File: src/rtl/spi_mem_pkg.sv
// Shared definitions for the SPI-side RAM sequencer: command codes carried in
// bits [DATA_W+1:DATA_W] of each SPI word and the sequencer state encoding.
package spi_mem_pkg;

    localparam logic [1:0] CMD_WR_ADDR = 2'b00;
    localparam logic [1:0] CMD_WR_DATA = 2'b01;
    localparam logic [1:0] CMD_RD_ADDR = 2'b10;
    localparam logic [1:0] CMD_RD_DATA = 2'b11;

    typedef enum logic [1:0] {
        IDLE    = 2'd0,
        SPI_RD  = 2'd1,
        HOST_RD = 2'd2
    } state_e;

    // Only WR_DATA and RD_DATA occupy the pending slot; both have bit 0 set.
    function automatic logic is_mem_cmd(input logic [1:0] cmd);
        return cmd[0];
    endfunction

endpackage

File: src/rtl/spi_mem_arbiter_rr_arb2.sv
// Two-requester arbiter (SPI slot vs host) with a round-robin pointer.
// Build option SPI_MEM_FIXED_PRIO_EN: SPI always wins and the pointer is removed.
module rr_arb2 (
    input  logic clk,
    input  logic rst,
    input  logic en_i,
    input  logic req_spi_i,
    input  logic req_host_i,
    output logic gnt_spi_o,
    output logic gnt_host_o
);

`ifdef SPI_MEM_FIXED_PRIO_EN

    always_comb begin
        gnt_spi_o  = en_i && req_spi_i;
        gnt_host_o = en_i && req_host_i && !req_spi_i;
    end

`else

    // 1: the host is favoured on the next contested cycle.
    logic prio_host_q;
    logic prio_host_d;

    always_ff @(posedge clk or posedge rst) begin
        if (rst) begin
            prio_host_q <= 1'b0;
        end else begin
            prio_host_q <= prio_host_d;
        end
    end

    always_comb begin
        gnt_spi_o  = 1'b0;
        gnt_host_o = 1'b0;
        if (en_i) begin
            if (req_spi_i && (!req_host_i || !prio_host_q)) begin
                gnt_spi_o = 1'b1;
            end else if (req_host_i) begin
                gnt_host_o = 1'b1;
            end
        end
        prio_host_d = prio_host_q;
        if (gnt_spi_o) begin
            prio_host_d = 1'b1;
        end else if (gnt_host_o) begin
            prio_host_d = 1'b0;
        end
    end

`endif

endmodule

File: src/rtl/spi_mem_arbiter.sv
// Decodes SPI command words into RAM accesses and shares the single-port RAM
// with a host port. Build option: SPI_MEM_FIXED_PRIO_EN (SPI always wins).
//
//   state   | meaning
//   IDLE    | arbitrate pending SPI slot vs host, issue winner combinationally
//   SPI_RD  | RAM data for an SPI read is on mem_rdata; capture into tx_data
//   HOST_RD | RAM data for a host read is on mem_rdata; capture into host_rdata
module spi_mem_arbiter
    import spi_mem_pkg::*;
#(
    parameter int ADDR_W = 8,
    parameter int DATA_W = 8
) (
    input  logic              clk,
    input  logic              rst,
    input  logic              rx_valid,
    input  logic [DATA_W+1:0] rx_data,
    output logic              tx_valid,
    output logic [DATA_W-1:0] tx_data,
    input  logic              host_req,
    input  logic              host_we,
    input  logic [ADDR_W-1:0] host_addr,
    input  logic [DATA_W-1:0] host_wdata,
    output logic              host_gnt,
    output logic              host_rvalid,
    output logic [DATA_W-1:0] host_rdata,
    output logic              mem_en,
    output logic              mem_we,
    output logic [ADDR_W-1:0] mem_addr,
    output logic [DATA_W-1:0] mem_wdata,
    input  logic [DATA_W-1:0] mem_rdata,
    output logic              err_ovf,
    output logic              err_seq
);

    state_e state_q, state_d;

    logic              slot_vld_q,   slot_vld_d;
    logic              slot_we_q,    slot_we_d;
    logic [ADDR_W-1:0] slot_addr_q,  slot_addr_d;
    logic [DATA_W-1:0] slot_wdata_q, slot_wdata_d;

    logic [ADDR_W-1:0] wr_addr_q,  wr_addr_d;
    logic [ADDR_W-1:0] rd_addr_q,  rd_addr_d;
    logic              rd_armed_q, rd_armed_d;

    logic              tx_valid_q,    tx_valid_d;
    logic [DATA_W-1:0] tx_data_q,     tx_data_d;
    logic              host_rvalid_q, host_rvalid_d;
    logic [DATA_W-1:0] host_rdata_q,  host_rdata_d;
    logic              err_ovf_q,     err_ovf_d;
    logic              err_seq_q,     err_seq_d;

    logic [1:0]        cmd;
    logic [DATA_W-1:0] payload;
    logic [ADDR_W-1:0] pl_addr;
    logic              gnt_spi;
    logic              gnt_host;
    logic              slot_free;

    assign cmd     = rx_data[DATA_W+1:DATA_W];
    assign payload = rx_data[DATA_W-1:0];
    assign pl_addr = ADDR_W'(payload);

    rr_arb2 u_arb (
        .clk        (clk),
        .rst        (rst),
        .en_i       (state_q == IDLE),
        .req_spi_i  (slot_vld_q),
        .req_host_i (host_req),
        .gnt_spi_o  (gnt_spi),
        .gnt_host_o (gnt_host)
    );

    always_ff @(posedge clk or posedge rst) begin
        if (rst) begin
            state_q <= IDLE;
        end else begin
            state_q <= state_d;
        end
    end

    always_comb begin
        state_d = state_q;
        case (state_q)
            IDLE: begin
                if (gnt_spi && !slot_we_q) begin
                    state_d = SPI_RD;
                end else if (gnt_host && !host_we) begin
                    state_d = HOST_RD;
                end
            end
            SPI_RD:  state_d = IDLE;
            HOST_RD: state_d = IDLE;
            default: state_d = IDLE;
        endcase
    end

    always_comb begin
        mem_en    = 1'b0;
        mem_we    = 1'b0;
        mem_addr  = '0;
        mem_wdata = '0;
        host_gnt  = 1'b0;
        if (gnt_spi) begin
            mem_en    = 1'b1;
            mem_we    = slot_we_q;
            mem_addr  = slot_addr_q;
            mem_wdata = slot_wdata_q;
        end else if (gnt_host) begin
            mem_en    = 1'b1;
            mem_we    = host_we;
            mem_addr  = host_addr;
            mem_wdata = host_wdata;
            host_gnt  = 1'b1;
        end
    end

    // An issuing slot is freed before decode, so a same-cycle command can reload it.
    assign slot_free = !slot_vld_q || gnt_spi;

    always_comb begin
        wr_addr_d    = wr_addr_q;
        rd_addr_d    = rd_addr_q;
        rd_armed_d   = rd_armed_q;
        slot_vld_d   = slot_vld_q && !gnt_spi;
        slot_we_d    = slot_we_q;
        slot_addr_d  = slot_addr_q;
        slot_wdata_d = slot_wdata_q;
        err_ovf_d    = 1'b0;
        err_seq_d    = 1'b0;
        if (rx_valid) begin
            case (cmd)
                CMD_WR_ADDR: wr_addr_d = pl_addr;
                CMD_RD_ADDR: begin
                    rd_addr_d  = pl_addr;
                    rd_armed_d = 1'b1;
                end
                CMD_WR_DATA: begin
                    if (slot_free) begin
                        slot_vld_d   = 1'b1;
                        slot_we_d    = 1'b1;
                        slot_addr_d  = wr_addr_q;
                        slot_wdata_d = payload;
                    end
                end
                CMD_RD_DATA: begin
                    if (!rd_armed_q) begin
                        err_seq_d = 1'b1;
                    end else if (slot_free) begin
                        slot_vld_d   = 1'b1;
                        slot_we_d    = 1'b0;
                        slot_addr_d  = rd_addr_q;
                        slot_wdata_d = '0;
                        rd_armed_d   = 1'b0;
                    end
                end
                default: ;
            endcase
            if (is_mem_cmd(cmd) && !slot_free && !(cmd == CMD_RD_DATA && !rd_armed_q)) begin
                err_ovf_d = 1'b1;
            end
        end
    end

    always_comb begin
        tx_valid_d    = (state_q == SPI_RD);
        tx_data_d     = (state_q == SPI_RD) ? mem_rdata : tx_data_q;
        host_rvalid_d = (state_q == HOST_RD);
        host_rdata_d  = (state_q == HOST_RD) ? mem_rdata : host_rdata_q;
    end

    always_ff @(posedge clk or posedge rst) begin
        if (rst) begin
            slot_vld_q    <= 1'b0;
            slot_we_q     <= 1'b0;
            slot_addr_q   <= '0;
            slot_wdata_q  <= '0;
            wr_addr_q     <= '0;
            rd_addr_q     <= '0;
            rd_armed_q    <= 1'b0;
            tx_valid_q    <= 1'b0;
            tx_data_q     <= '0;
            host_rvalid_q <= 1'b0;
            host_rdata_q  <= '0;
            err_ovf_q     <= 1'b0;
            err_seq_q     <= 1'b0;
        end else begin
            slot_vld_q    <= slot_vld_d;
            slot_we_q     <= slot_we_d;
            slot_addr_q   <= slot_addr_d;
            slot_wdata_q  <= slot_wdata_d;
            wr_addr_q     <= wr_addr_d;
            rd_addr_q     <= rd_addr_d;
            rd_armed_q    <= rd_armed_d;
            tx_valid_q    <= tx_valid_d;
            tx_data_q     <= tx_data_d;
            host_rvalid_q <= host_rvalid_d;
            host_rdata_q  <= host_rdata_d;
            err_ovf_q     <= err_ovf_d;
            err_seq_q     <= err_seq_d;
        end
    end

    assign tx_valid    = tx_valid_q;
    assign tx_data     = tx_data_q;
    assign host_rvalid = host_rvalid_q;
    assign host_rdata  = host_rdata_q;
    assign err_ovf     = err_ovf_q;
    assign err_seq     = err_seq_q;

endmodule
File: config.mk
export PLATFORM = sky130hd
export DESIGN_NAME = spi_mem_arbiter
export DESIGN_NICKNAME = d
export VERILOG_FILES = /design/src/rtl/spi_mem_pkg.sv /design/src/rtl/spi_mem_arbiter_rr_arb2.sv /design/src/rtl/spi_mem_arbiter.sv
export SDC_FILE = /design/constraint.sdc
export NUM_CORES = 1
export LEC_CHECK = 0
export ABC_CLOCK_PERIOD_IN_PS = 1800
export BUFFER_PORTS_ARGS = -buffer_cell sky130_fd_sc_hd__buf_2
export CAP_MARGIN = 15
export CORE_MARGIN = 2
export CORE_UTILIZATION = 46
export CTS_BUF_LIST = sky130_fd_sc_hd__clkbuf_4 sky130_fd_sc_hd__clkbuf_8 sky130_fd_sc_hd__clkbuf_16
export CTS_CLUSTER_SIZE = 24
export DETAILED_ROUTE_END_ITERATION = 16
export PLACE_DENSITY = 0.84
export SLEW_MARGIN = 25
export SYNTH_ARGS = -nofsm -noshare
export SYNTH_HDL_FRONTEND = slang
export SYNTH_SLANG_ARGS = --single-unit
File: constraint.sdc
create_clock -name clk -period 1.8 [get_ports clk]
set_input_delay 0.45 -clock clk [delete_from_list [all_inputs] [get_ports clk]]
set_output_delay 0.45 -clock clk [all_outputs]
set_load 0.05 [all_outputs]
---- Yosys cells after proc, flatten, opt, wreduce, memory -nomap -nowiden ----
Index checks and enable logic that the tools add are counted.
W data, S select, Z words.
word-level totals
  register bits after elaboration ......... 58
  input bits .............................. 39
  output and inout bits ................... 39
  word-level logic and storage cells ...... 94
cells by class
  equality and inequality tests ........... 9
  mux-type cells .......................... 43
  reduce and logical (&&, ||, !) cells .... 27
operator list
  cell                  count
  $mux W8               10
  $pmux W8 S2           2
  $mux W1               25
  $logic_not A1 Y1      9
  $logic_and A1 B1 Y1   7
  $eq A2 B2 Y1 const B  3
  $mux W2               3
  $ne A2 B2 Y1 const B  3
  $pmux W1 S2           3
  $reduce_and A2 Y1     3
  $reduce_bool A2 Y1    3
  $reduce_and A5 Y1     1
  $eq A2 B1 Y1 const B  2
  $logic_not A2 Y1      2
  $ne A3 B3 Y1 const B  1
  $logic_or A1 B1 Y1    2

---- Logic depth before layout (Yosys ltp) ----
Gate-level depths: netlist of the first run.
  depth in word-level cells ............... 11
  gate-level depth with buffers ........... 5
  gate-level depth less buffers ........... 3

---- By module ----
From an unflattened synthesis of the first run, not the netlist that was laid out.
unflattened totals
  cell total of the unflattened synthesis .. 189
  area total of the unflattened synthesis .. 2549.9 sq um
by module, submodules not included
  module           times used  cells each  area each (sq um)
  spi_mem_arbiter  1           180         2484.9
  rr_arb2          1           9           65.1

---- Worst setup path after synthesis of the first run ----
Ideal clock, no wire load.
  path kind ............................... flip-flop to output port
  start point ............................. register state_q[1]
  end point ............................... output mem_addr[0]
  data arrival time ....................... 2.107 ns
  slack ................................... -0.757 ns
  stages on the path, launching flop included .. 6
  cells stage by stage .................... dfrtp_1 > nor2_1 > and3_1 > buf_2 > buf_1 > a22o_1
between the ends
  longest elaborated chain between the ends .. 4
ends and longest elaborated chain
  item                    RTL line                       text
  start, declared         spi_mem_arbiter.sv:36          state_e state_q, state_d;
  start signal, assigned  spi_mem_arbiter.sv:79          state_q <= state_d;
  $logic_not A2 Y1 *      spi_mem_arbiter.sv:68          .en_i (state_q == IDLE),
  $mux W1                 spi_mem_arbiter_rr_arb2.sv:37  if (en_i) begin
  $mux W8                 spi_mem_arbiter.sv:110         end else if (gnt_host) begin
  $mux W8 *               spi_mem_arbiter.sv:105         if (gnt_spi) begin
  end, declared           spi_mem_arbiter.sv:29          output logic [ADDR_W-1:0] mem_addr,
Mark *: on every way between the ends. The rest lies on a longest branch, timed or not.

---- Worst setup path in the final report of the first run ----
  start point ............................. register u_arb.prio_host_q
  end point ............................... output mem_wdata[4]
between the ends
  longest elaborated chain between the ends .. 7
ends and longest elaborated chain
  item                    RTL line                       text
  start, declared         spi_mem_arbiter_rr_arb2.sv:23  logic prio_host_q;
  start signal, assigned  spi_mem_arbiter_rr_arb2.sv:30  prio_host_q <= prio_host_d;
  $logic_not A1 Y1 *      spi_mem_arbiter_rr_arb2.sv:38  if (req_spi_i && (!req_host_i || !prio_host_q)) begin
  $logic_or A1 B1 Y1 *    spi_mem_arbiter_rr_arb2.sv:38
  $logic_and A1 B1 Y1 *   spi_mem_arbiter_rr_arb2.sv:38
  $mux W1                 spi_mem_arbiter_rr_arb2.sv:38
  $mux W1                 spi_mem_arbiter_rr_arb2.sv:37
  $mux W8                 spi_mem_arbiter.sv:110
  $mux W8 *               spi_mem_arbiter.sv:105
  end, declared           spi_mem_arbiter.sv:30          output logic [DATA_W-1:0] mem_wdata,
Marked as above.

==> flow_results.org, run 1 <==
** Worst setup path
- Critical register-to-register path startpoint :: u_arb.prio_host_q
- CP arrival :: between 1.5 and 2 ns
- The critical path ends at mem_wdata[4].
- The worst setup path is launched from a register.
- Worst-path fanout max :: 10
- Crit. Startpoint :: u_arb.prio_host_q
- Worst r2r path cells :: 7
- Endpoint of the most critical register-to-register path :: slot_we_q
- FF-to-FF setup slack :: -0.16 ns
- Data on the critical path is required at its endpoint by 1.35 ns.
- The worst setup path is captured at an output pin.
- The critical path is of the reg2out type.

** Synthesis
- Adder and majority gate portion of the synthesized area :: 0
- Most used DFF post-synth :: dfrtp_1
- After synthesis, the share of flip-flops with an asynchronous set or reset is 1.00.
- Number of flops mapped to enable cells by yosys :: 0
- The cell area that synthesis handed to floorplanning was roughly 2500 um2.
- Total nets after synthesis :: 226
- Xor/xnor cell area share of the yosys netlist :: 0
- Post-synthesis cell type count :: 25
- Synthesis warning total :: 0
- Mux cell area share after synthesis :: 0.252
- Share of the synthesized area in compound gates (AO/OA/AOI/OAI) :: 0.0869
- Post-Synthesis Mean Instance Area :: ~14 um2
- After synthesis, the largest family of logic cells by area is multiplexers.
- Post-synthesis sequential area ratio :: 0.573
- Synthesis produced 187 cells.
- Post-synthesis register bit count :: just under 60
- Post-Synth Simple-Gate Area :: 0.0514

** Global routing
- Entering global routing, the biggest net connects 40 pins.
- Number of antenna violations at the first check in global routing :: 0
- Number of global-route vias before repair :: 1928
- Global routing finished with a remaining overflow of 0.
- For this run, the total global-route usage over all layers was measured as 0.202.
- Wire length of the first global-routing pass :: 9310 um

** Cells and area
- The finished layout holds between 300 and 400 standard cells, fillers aside.
- Share of layout cells above drive strength 1 :: 0.651
- After filler insertion, the fill cell instance count of the layout stands at ~370.
- Once layout is done, the placed cells without fillers occupy between 3000 and 4000 um2.
- Leaving out fill and tap cells, the most frequent cells in the layout are dfrtp_1, buf_2, mux2_2.
- The net count of the finished layout is 332.
- 0 antenna diodes ended up in the layout.
- The area growth from synthesis to layout is 49.6%.

** Drt
- Average routed wire per standard cell :: roughly 16 um
- Routed met1 length :: 2500 um
- After detailed routing, the total wire length is roughly 6000 um.
- Vias/cell :: between 5 and 6
- Remaining antenna violation count :: 0
- In the detailed route, the total length drawn on met3 is 267 um.
- Total vias in the final route :: ~1900
- In the detailed route, the total length drawn on met2 is between 3000 and 4000 um.
- DRC marker count from the first detailed-route iteration :: between 70 and 80
- The highest layer touched by signal routing is met4.
- The pre-antenna-repair detailed-routing pass consisted of 4 iterations.
- Number of remaining DRC errors :: 0

** STA
- # setup viols final :: 35
- The routed design could run at a clock period as short as roughly 2.0 ns.
- For the pin with the worst max-slew slack, the measured transition is ~0.47 ns.
- Unrepaired setup endpoints after global routing :: true
- Worst-case headroom to the max-slew limit :: 0.688
- Top achievable clock speed :: roughly 0.49 GHz
- Max Clock Skew :: between 0.004 and 0.005 ns
- Pins over their slew limit :: 0
- Across all setup checks in the final design, the least slack found is -0.236 ns.
- Dividing the final minimum period by the clock period gives 1.13.
- The hold violation total from the final report is 0.
- Across all hold checks on the routed design, the worst slack comes to around 0.14 ns.

** Clock network
- Buffers inserted during clock tree synthesis total 9.
- Clock transition at path regs :: about 0.060 ns
- In this run the number of H-tree levels came out at 3.
- For the worst-skew pair, the clock arrives at the later sink with an insertion delay of ~0.32 ns.
- TritonCTS clock tree :: done
- Clock sink count :: between 50 and 60
- The clock passes through at most 2 buffers.
- Cell at the root of the clock tree :: clkbuf_8
- Hold buffer count at CTS :: 0

** Placement
- After detailed placement, the design holds a cell count of approximately 340.
- DP Area :: between 3000 and 4000 um2
- Buffers placed on the I/O ports in this run total 77.
- At the end of routability-driven placement, the weighted congestion stood at around 0.75.
- The HPWL after detailed placement is 3890 um.

** Min path
- Type of the most critical hold path :: in2async

** Run status
- Violated checks :: setup timing
- Status :: finished, violations left

** Floorplanning
- The die covers between 6000 and 7000 um2.
- The floorplan has 27 rows.
- In this run the horizontal extent of the chip is 78.2 um.
- IO Count :: slightly below 80
- The initial utilization of the core area, before any placement, comes to 0.469.
- Area of the placeable core :: ~5400 um2
- DIE HEIGHT :: between 70 and 80 um

** Flow run
- The tool flagged a number of max-cap violations equal to 0.

** Power and ir drop
- Power spread over the standard cell area amounts to 1570 nW/um2.
- Largest voltage drop on the vdd net :: about 0.71 mV
- The analysis attributes to cell leakage a power of ~1.9 nW.
-- final cells by class --
type,count,area [um2],share of cell area
inverter,11,45.0,0.0119
multi-input combinational,108,1140,0.302
timing repair buffer,105,893,0.236
tap,72,90.1,0.0238
sequential,58,1450,0.383
clock buffer,13,166,0.0439
-- flip-flops by register name, indices dropped and copies added, names as in the netlist, 2 cells and up --
name,flops
rd_addr_q,8
host_rdata,8
wr_addr_q,8
slot_addr_q,8
tx_data,8
state_q,2
slot_wdata_q,8
-- kinds of logic (layout without fill, tap and decap cells) --
group / after synthesis / count (layout)
mux: 57 / 57
flops: 58 / 58
buf+inv: 21 / 129
compound gates: 25 / 25
simple gates: 26 / 26
-- synthesized netlist by cell type (all sizes together), types with 2 or more instances --
cell type	instances	share of area
and3	2	0.0049
nand2	14	0.021
nor3b	2	0.0079
nor2	2	0.0030
clkbuf	6	0.0089
a22o	17	0.059
nor2b	3	0.0074
dfrtp	58	0.57
a21oi	2	0.0040
nand2b	2	0.0049
buf	4	0.011
mux2i	8	0.032
inv	11	0.016
mux2	49	0.22
-- critical path, cell delays in order, from the launching register on --
cell     delay, ns
dfrtp_1       0.36
buf_6         0.11
nand2_1       0.04
and3_4        0.18
buf_8         0.14
a22o_2        0.27
buf_8         0.15
-- per-layer routing --
| metal | up-vias | GRT usage |
|---|---|---|
| met5 | - | 0 |
| met4 | 0 | 0.0807 |
| met3 | 11 | 0.0667 |
| met2 | 47 | 0.347 |
| met1 | 946 | 0.232 |
| li1 | 875 | - |
-- report_power, final --
part	leakage, nW	internal (mW)	switching (mW)
combinational	1.08	1.24	1.68
clock	0.0883	0.583	0.450
sequential	0.702	1.73	0.255
total	1.87	3.55	2.38
-- stage by stage --
step | util | worst slack [ns] | power (mW) | TNS [ns]
after floorplan | - | -0.000703 | 3.82 | -0.00141
after global placement | 0.595 | -0.0862 | 4.32 | -1.88
after detailed placement | 0.595 | -0.106 | 4.40 | -2.26
after CTS | 0.685 | -0.229 | 5.86 | -4.81
after global routing | 0.701 | -0.298 | 6.19 | -7.86
final | 0.701 | -0.236 | 5.94 | -5.75
-- worst min-delay path by stage --
stage / start / to / slack [ns]
2_1_floorplan: rd_armed_q / err_seq / 0.41
3_3_place_gp: rd_armed_q / err_seq / 0.42
3_5_place_dp: rd_armed_q / err_seq / 0.42
4_1_cts: rst / host_rvalid / 0.14
5_1_grt: rst / host_rdata[4] / 0.17
6_report: rst / host_rdata[0] / 0.14
-- timing repair --
item                       in CTS  in global routing
setup buffers                   6                  3
gates cloned                    1                  1
gates resized for setup        69                  7
setup endpoints to repair      19                 36
pin swaps                       3                  2
(Power assumes the default switching activity.)
==> run 2: changes to the inputs <==
--- a/config.mk
+++ b/config.mk
@@ -9,11 +9,11 @@
 export BUFFER_PORTS_ARGS = -buffer_cell sky130_fd_sc_hd__buf_2
 export CAP_MARGIN = 15
 export CORE_MARGIN = 2
-export CORE_UTILIZATION = 46
+export CORE_UTILIZATION = 40
 export CTS_BUF_LIST = sky130_fd_sc_hd__clkbuf_4 sky130_fd_sc_hd__clkbuf_8 sky130_fd_sc_hd__clkbuf_16
 export CTS_CLUSTER_SIZE = 24
 export DETAILED_ROUTE_END_ITERATION = 16
-export PLACE_DENSITY = 0.84
+export PLACE_DENSITY = 0.75
 export SLEW_MARGIN = 25
 export SYNTH_ARGS = -nofsm -noshare
 export SYNTH_HDL_FRONTEND = slang
==> flow_results.org, run 2 (synthesis results as in run 1) <==
** Placement
- HPWL after detailed placement :: 3960 um
- PortBufs :: 77
- Before CTS, the worst setup slack after placement is -0.111 ns.
- At the end of routability-driven placement, the weighted congestion stood at roughly 0.69.

** Floorplanning
- The region available for standard cell placement spans between 6000 and 7000 um2.
- Effective utilization at floorplan :: 0.420
- For this design the top-level I/O count stands at 78.
- In this run the horizontal extent of the chip is ~84 um.
- Cell row count :: 28
- The floorplan step defined a die boundary enclosing roughly 7000 um2.
- DIE HEIGHT :: about 84 um

** Drt
- Vias/cell :: roughly 5.0
- The detailed router finished its first iteration with 64 violations.
- Highest routing layer actually used :: met4
- Final routed wirelength across all metal layers :: a little under 6000 um
- Amount of wire on met3 after detailed routing :: ~180 um
- The first detailed-routing pass ran for 4 iterations.
- After detailed routing, the met2 layer carries approximately 3200 um of wire.
- Average routed wire per standard cell :: 15.7 um
- After detailed routing, the wire length on met1 is 2430 um.
- The final route contains 1859 vias.
- Remaining antenna violation count :: 0
- After detailed routing, the number of remaining DRC violations is 0.

** Global routing
- Pin count of the biggest net entering global routing :: 25
- In the global route stage, overall resource usage came out at 0.169.
- Remaining Overflow, GRT :: 0
- The via count of the first global-routing pass was 1964.
- Wire length of the first global-routing pass :: between 9000 and 10000 um
- Number of antenna violations at the first check in global routing :: 0

** Cells and area
- Synth-to-layout area growth :: 49.3%
- Leaving out fill and tap cells, the most frequent cell in the layout is buf_2.
- In the final layout, the share of cells above drive strength 1 is 0.659.
- Nets :: 333
- Count of inserted antenna diode cells :: 0
- Most frequent cells in the layout :: buf_2, dfrtp_1, mux2_2

** Worst setup path
- Type of the setup path with the least slack :: reg2out
- Required time of the critical path :: about 1.4 ns
- STA classifies the critical path startpoint as a register.
- CP arrival :: around 1.6 ns
- The worst setup path is captured at an output pin.
- In this run the worst path has a maximum fanout of 9.

** Clock network
- H-tree depth reported by CTS :: 3
- TritonCTS built the clock tree.
- Hold buffer count at CTS :: 0
- After clock tree synthesis, the clock-pin slew on the worst setup and hold paths is 0.07 ns.
- For the worst-skew pair, the clock arrives at the later sink with an insertion delay of about 0.32 ns.
- For this design, the sink count on the clock tree is slightly below 60.
- Maximum buffer depth of the clock tree :: 2
- The number of clock buffers added by TritonCTS is 9.
- Cell at the root of the clock tree :: clkbuf_8

** Power and ir drop
- Leakage :: between 1.5 and 2 nW
- Largest voltage drop on the vdd net :: about 0.89 mV
- Pwr/cell area :: ~1600 nW/um2
- Total power :: slightly below 6 mW

** STA
- Of the available clock period, the critical path in the final layout requires 1.13.
- Worst-margin pin slew :: between 0.4 and 0.5 ns
- After layout, the minimum clock period comes to about 2 ns.
- Top achievable clock speed :: 0.491 GHz
- Max Clock Skew :: 0.0106 ns
- Setup slack on the critical path of the routed design comes to -0.236 ns.
- Setup repair after global routing could not meet its margin everywhere.
- Setup violations remaining at the end of the flow were counted as 35.
- Number of hold violations in the final report :: 0
- Hold slack final :: 0.150 ns
- Worst-case headroom to the max-slew limit :: 0.671
- The count of final max-slew check failures came to 0.

** Run status
- Violated checks :: setup timing
- The flow ran to the end, but the final reports show violations.

** Flow run
- Max-cap violations :: 0

** Min path
- Type of the most critical hold path :: in2async
## run 2: cell count changes in the layout (fill, tap and decap cells not counted), sizes merged
| cell | delta |
|---|---|
| clkinv | +3 |
| buf | +1 |
## run 2: metrics by stage
stage               area [um2]  TNS (ns)  std cells   util
finish                    3780     -6.15        374  0.628
global route              3780     -7.91        374  0.628
CTS                       3660     -5.62        370  0.608
detailed placement        3240     -2.46        347  0.538
global placement          3240     -1.78        347  0.538
floorplan                 2640  -0.00141        187      -
## run 2: final cells by class
class | instances | area (um2)
Multi-Input combinational cell | 108 | 1110
Clock inverter | 3 | 15.0
Timing Repair Buffer | 106 | 901
Sequential cell | 58 | 1450
Inverter | 11 | 45.0
Clock buffer | 13 | 160
Tap cell | 75 | 93.8
Fill cell | 478 | 2240
## run 2: critical path, stage by stage, from the launching register on
cell	delay (ns)
dfrtp_1	0.42
nor2_4	0.13
and3_4	0.25
buf_12	0.14
a22o_2	0.17
buf_8	0.15
## run 2: path summary, 6_finish.rpt
path / slack [ns] / cells after the start / start / end
max: -0.24 / 5 / state_q[1] / mem_we
min: 0.15 / 2 / rst / rd_addr_q[3]
max reg2reg: -0.19 / 7 / state_q[1] / slot_addr_q[1]
min reg2reg: 0.43 / 1 / rd_armed_q / err_seq
max in group asynchronous: 1.16 / 3 / rst / slot_wdata_q[5]
min in group clk: 0.29 / 2 / host_we / state_q[1]
## run 2: repair_timing
action	4_1_cts	5_1_grt
setup endpoints to repair	29	36
pin swaps	1	4
buffers inserted	6	4
gates resized for setup	52	18
gates cloned	1	1
## run 2: power breakdown
part	switching (mW)	total [mW]	internal [mW]
Sequential	0.246	1.98	1.73
Clock	0.481	1.06	0.577
Combinational	1.65	2.84	1.19
## run 2: routing by layer
metal,global-route usage,vias up
met5,0,-
met4,0.0836,0
met3,0.0317,8
met2,0.288,38
li1,-,874
met1,0.203,939
==> run 3: changes to the inputs <==
--- a/config.mk
+++ b/config.mk
@@ -13,7 +13,7 @@
 export CTS_BUF_LIST = sky130_fd_sc_hd__clkbuf_4 sky130_fd_sc_hd__clkbuf_8 sky130_fd_sc_hd__clkbuf_16
 export CTS_CLUSTER_SIZE = 24
 export DETAILED_ROUTE_END_ITERATION = 16
-export PLACE_DENSITY = 0.75
+export PLACE_DENSITY = 0.71
 export SLEW_MARGIN = 25
 export SYNTH_ARGS = -nofsm -noshare
 export SYNTH_HDL_FRONTEND = slang
==> flow_results.org, run 3 (synthesis results as in run 1) <==
** Worst setup path
- Of all nets on the critical path, the largest fanout is 6.
- Cell with the most instances on the worst path :: buf_8
- Buffers & Inverters on Critical Path :: 3
- FF-to-FF setup slack :: -0.23 ns
- STA classifies the critical path endpoint as an output pin.
- STA puts the critical path data required time at between 1 and 1.5 ns.
- Cell Chain, Critical Path :: buf_6 > nand2_4 > and3_4 > buf_8 > a22o_4 > buf_8
- CP arrival :: 1.62 ns
- Critical register-to-register path startpoint :: u_arb.prio_host_q
- Endpoint of the most critical register-to-register path :: slot_addr_q[7]
- Type of the setup path with the least slack :: reg2out
- In this design, the largest share of critical-path delay is due to buffers and inverters.
- For the worst flop-to-flop path, the logic depth is 6.
- The worst setup path is launched from a register.
- The largest single stage delay on the critical path is between 0.3 and 0.4 ns.
- The slowest stage of the critical path belongs to the cell dfrtp_1.

** Drt
- Final routed wirelength across all metal layers :: 6320 um
- Total vias in the final route :: about 1900
- The pre-antenna-repair detailed-routing pass consisted of 4 iterations.
- In the routed design, unresolved DRC markers number 0.
- DRC marker count from the first detailed-route iteration :: 69
- In this run the remaining antenna-violating nets after routing total 0.
- Vias/cell :: a little over 5
- After detailed routing, the average wire length per cell comes to between 15 and 20 um.

** Placement
- PortBufs :: 77
- Prior to clock tree synthesis, the placed netlist has a worst setup slack of -0.128 ns.
- The placed instances occupy a cell area of around 3200 um2.
- After legalization and detailed placement, the total HPWL measured around 3800 um.
- At the end of routability-driven placement, the weighted congestion stood at approximately 0.73.

** Cells and area
- Nets :: ~330
- In the layout the commonest cells are buf_2, dfrtp_1, mux2_2.
- The finished cells cover 3830 um2.
- Share of layout cells above drive strength 1 :: 0.654
- Leading cell type in the layout, fill and taps excluded :: buf_2
- Synth-to-layout area growth :: 51.1%
- The number of antenna diodes in the final layout is 0.

** Clock network
- Cell at the root of the clock tree :: clkbuf_8
- Latest clock arrival within the worst-skew pair :: between 0.3 and 0.4 ns
- TritonCTS built the clock tree.
- CTS Buf Count :: 9
- The tree built by TritonCTS fans out to 58 sinks.
- The H-tree was split into 3 levels.
- Clock-pin slew was measured on the worst setup and hold paths at 0.06 ns.
- Maximum buffer depth of the clock tree :: 2

** Floorplanning
- Die span in x :: 83.6 um
- IO Count :: 78
- The floorplan has 28 rows.
- After floorplanning, the core was sized to cover about 6000 um2.
- For this configuration, the core starts out at a cell density of 0.420.
- The floorplan step set the die height to approximately 84 um.
- The die covers around 7000 um2.

** Power and ir drop
- For this design the static power due to leakage is 1.88 nW.
- The worst-case IR drop observed on VDD is 1.03 mV.
- Power spread over the standard cell area amounts to 1580 nW/um2.
- Summing internal, switching and leakage power gives between 6 and 7 mW.

** Run status
- Violated checks :: setup timing
- Status :: finished, violations left

** Min path
- The min-delay analysis places its worst path in the category in2async.

** STA
- The hold violation total from the final report came to 0.
- Final TNS setup :: -7.63 ns
- Top achievable clock speed :: ~0.48 GHz
- Pins over their slew limit :: 0
- Post-route minimum period :: between 2 and 2.5 ns
- Final period utilization :: 1.15
- Worst path setup slack after routing :: -0.273 ns
- Hold slack final :: 0.127 ns
- Worst-case headroom to the max-slew limit :: 0.691
- Setup violations remaining at the end of the flow were counted as 35.
- For the pin with the worst max-slew slack, the measured transition is ~0.46 ns.
- Between clock sinks in the finished design, the worst skew comes to about 0.0070 ns.
- Setup repair after global routing could not meet its margin everywhere.

** Global routing
- The via count of the first global-routing pass came to about 2000.
- The first global-routing pass estimated between 10000 and 15000 um of wire.
- Global Route met3 Usage :: 0.0445
- Met1 demand-to-capacity share in global routing :: 0.221
- Remaining Overflow, GRT :: 0
- Number of antenna violations at the first check in global routing :: 0
- Across every metal layer, demand over resource in global routing totals 0.186.
- Pin count of the biggest net entering global routing :: 40
- Busiest layer in global routing :: met2
- In the global route stage, met2 resource usage came out at 0.319.

** Flow run
- Max-cap violations in this run came to 0.
run 3: changes by cell type in the layout (fill, tap and decap cells not counted), moves of 6 or more:
cell / change
mux2_2: -6
mux2_4: +6
buf_4: -7
a22o_4: +7
buf_8: +9
buf_6: -7
a22o_2: -7
run 3: stage by stage:
| stage | cells | utilization |
|---|---|---|
| 2_1_floorplan | 187 | - |
| 3_5_place_dp | 343 | 0.531 |
| 5_1_grt | 367 | 0.635 |
| 6_report | 367 | 0.635 |
| 3_3_place_gp | 343 | 0.531 |
| 4_1_cts | 365 | 0.622 |
run 3: worst register-to-register path, delay by kind of cell (launching register included):
kind | cells | cell delay, ns
compound gates | 2 | 0.72
buf+inv | 3 | 0.50
flops | 1 | 0.40
mux | 1 | 0.30
run 3: area by class of cell:
| type | instances | area [um2] |
|---|---|---|
| clock inverter | 3 | 15.0 |
| multi-input combinational | 108 | 1200 |
| timing repair buffer | 99 | 865 |
| tap | 75 | 93.8 |
| clock buffer | 13 | 160 |
| inverter | 11 | 45.0 |
| sequential | 58 | 1450 |
| fill | 479 | 2200 |
run 3: how the worst max path moves through the flow:
| stage | end | startpoint | slack [ns] | cells past startpoint |
|---|---|---|---|---|
| after detailed placement | mem_wdata[1] | host_req | -0.13 | 6 |
| after global placement | mem_wdata[1] | host_req | -0.10 | 6 |
| after floorplan | slot_addr_q[2] | host_req | -0.0007 | 4 |
| after global routing | mem_wdata[7] | u_arb.prio_host_q | -0.31 | 6 |
| after CTS | mem_we | u_arb.prio_host_q | -0.25 | 5 |
| final | mem_wdata[7] | u_arb.prio_host_q | -0.27 | 6 |
run 3: where the power goes:
group          total, mW  switching [mW]  internal (mW)
sequential          2.00           0.266           1.73
clock               1.08           0.504          0.577
combinational       2.96            1.70           1.26
total               6.04            2.47           3.57
run 3: what timing repair did:
| action | CTS | global route |
|---|---|---|
| buffers inserted | 4 | 1 |
| pin swaps | 20 | 5 |
| gates resized for setup | 81 | 14 |
| hold buffers | 0 | 0 |
| cloned | 2 | 1 |
| hold endpoints to repair | 0 | 0 |
| endpoints found under the setup margin | 19 | 34 |
run 3: per-layer routing:
layer  wire length, um  part of all wire  vias up
met2              3310              0.52       52
met1              2650              0.42      947
met4               115             0.018        0
li1                  -                 -      867
met5                 0                 0        -
met3               238             0.038        9
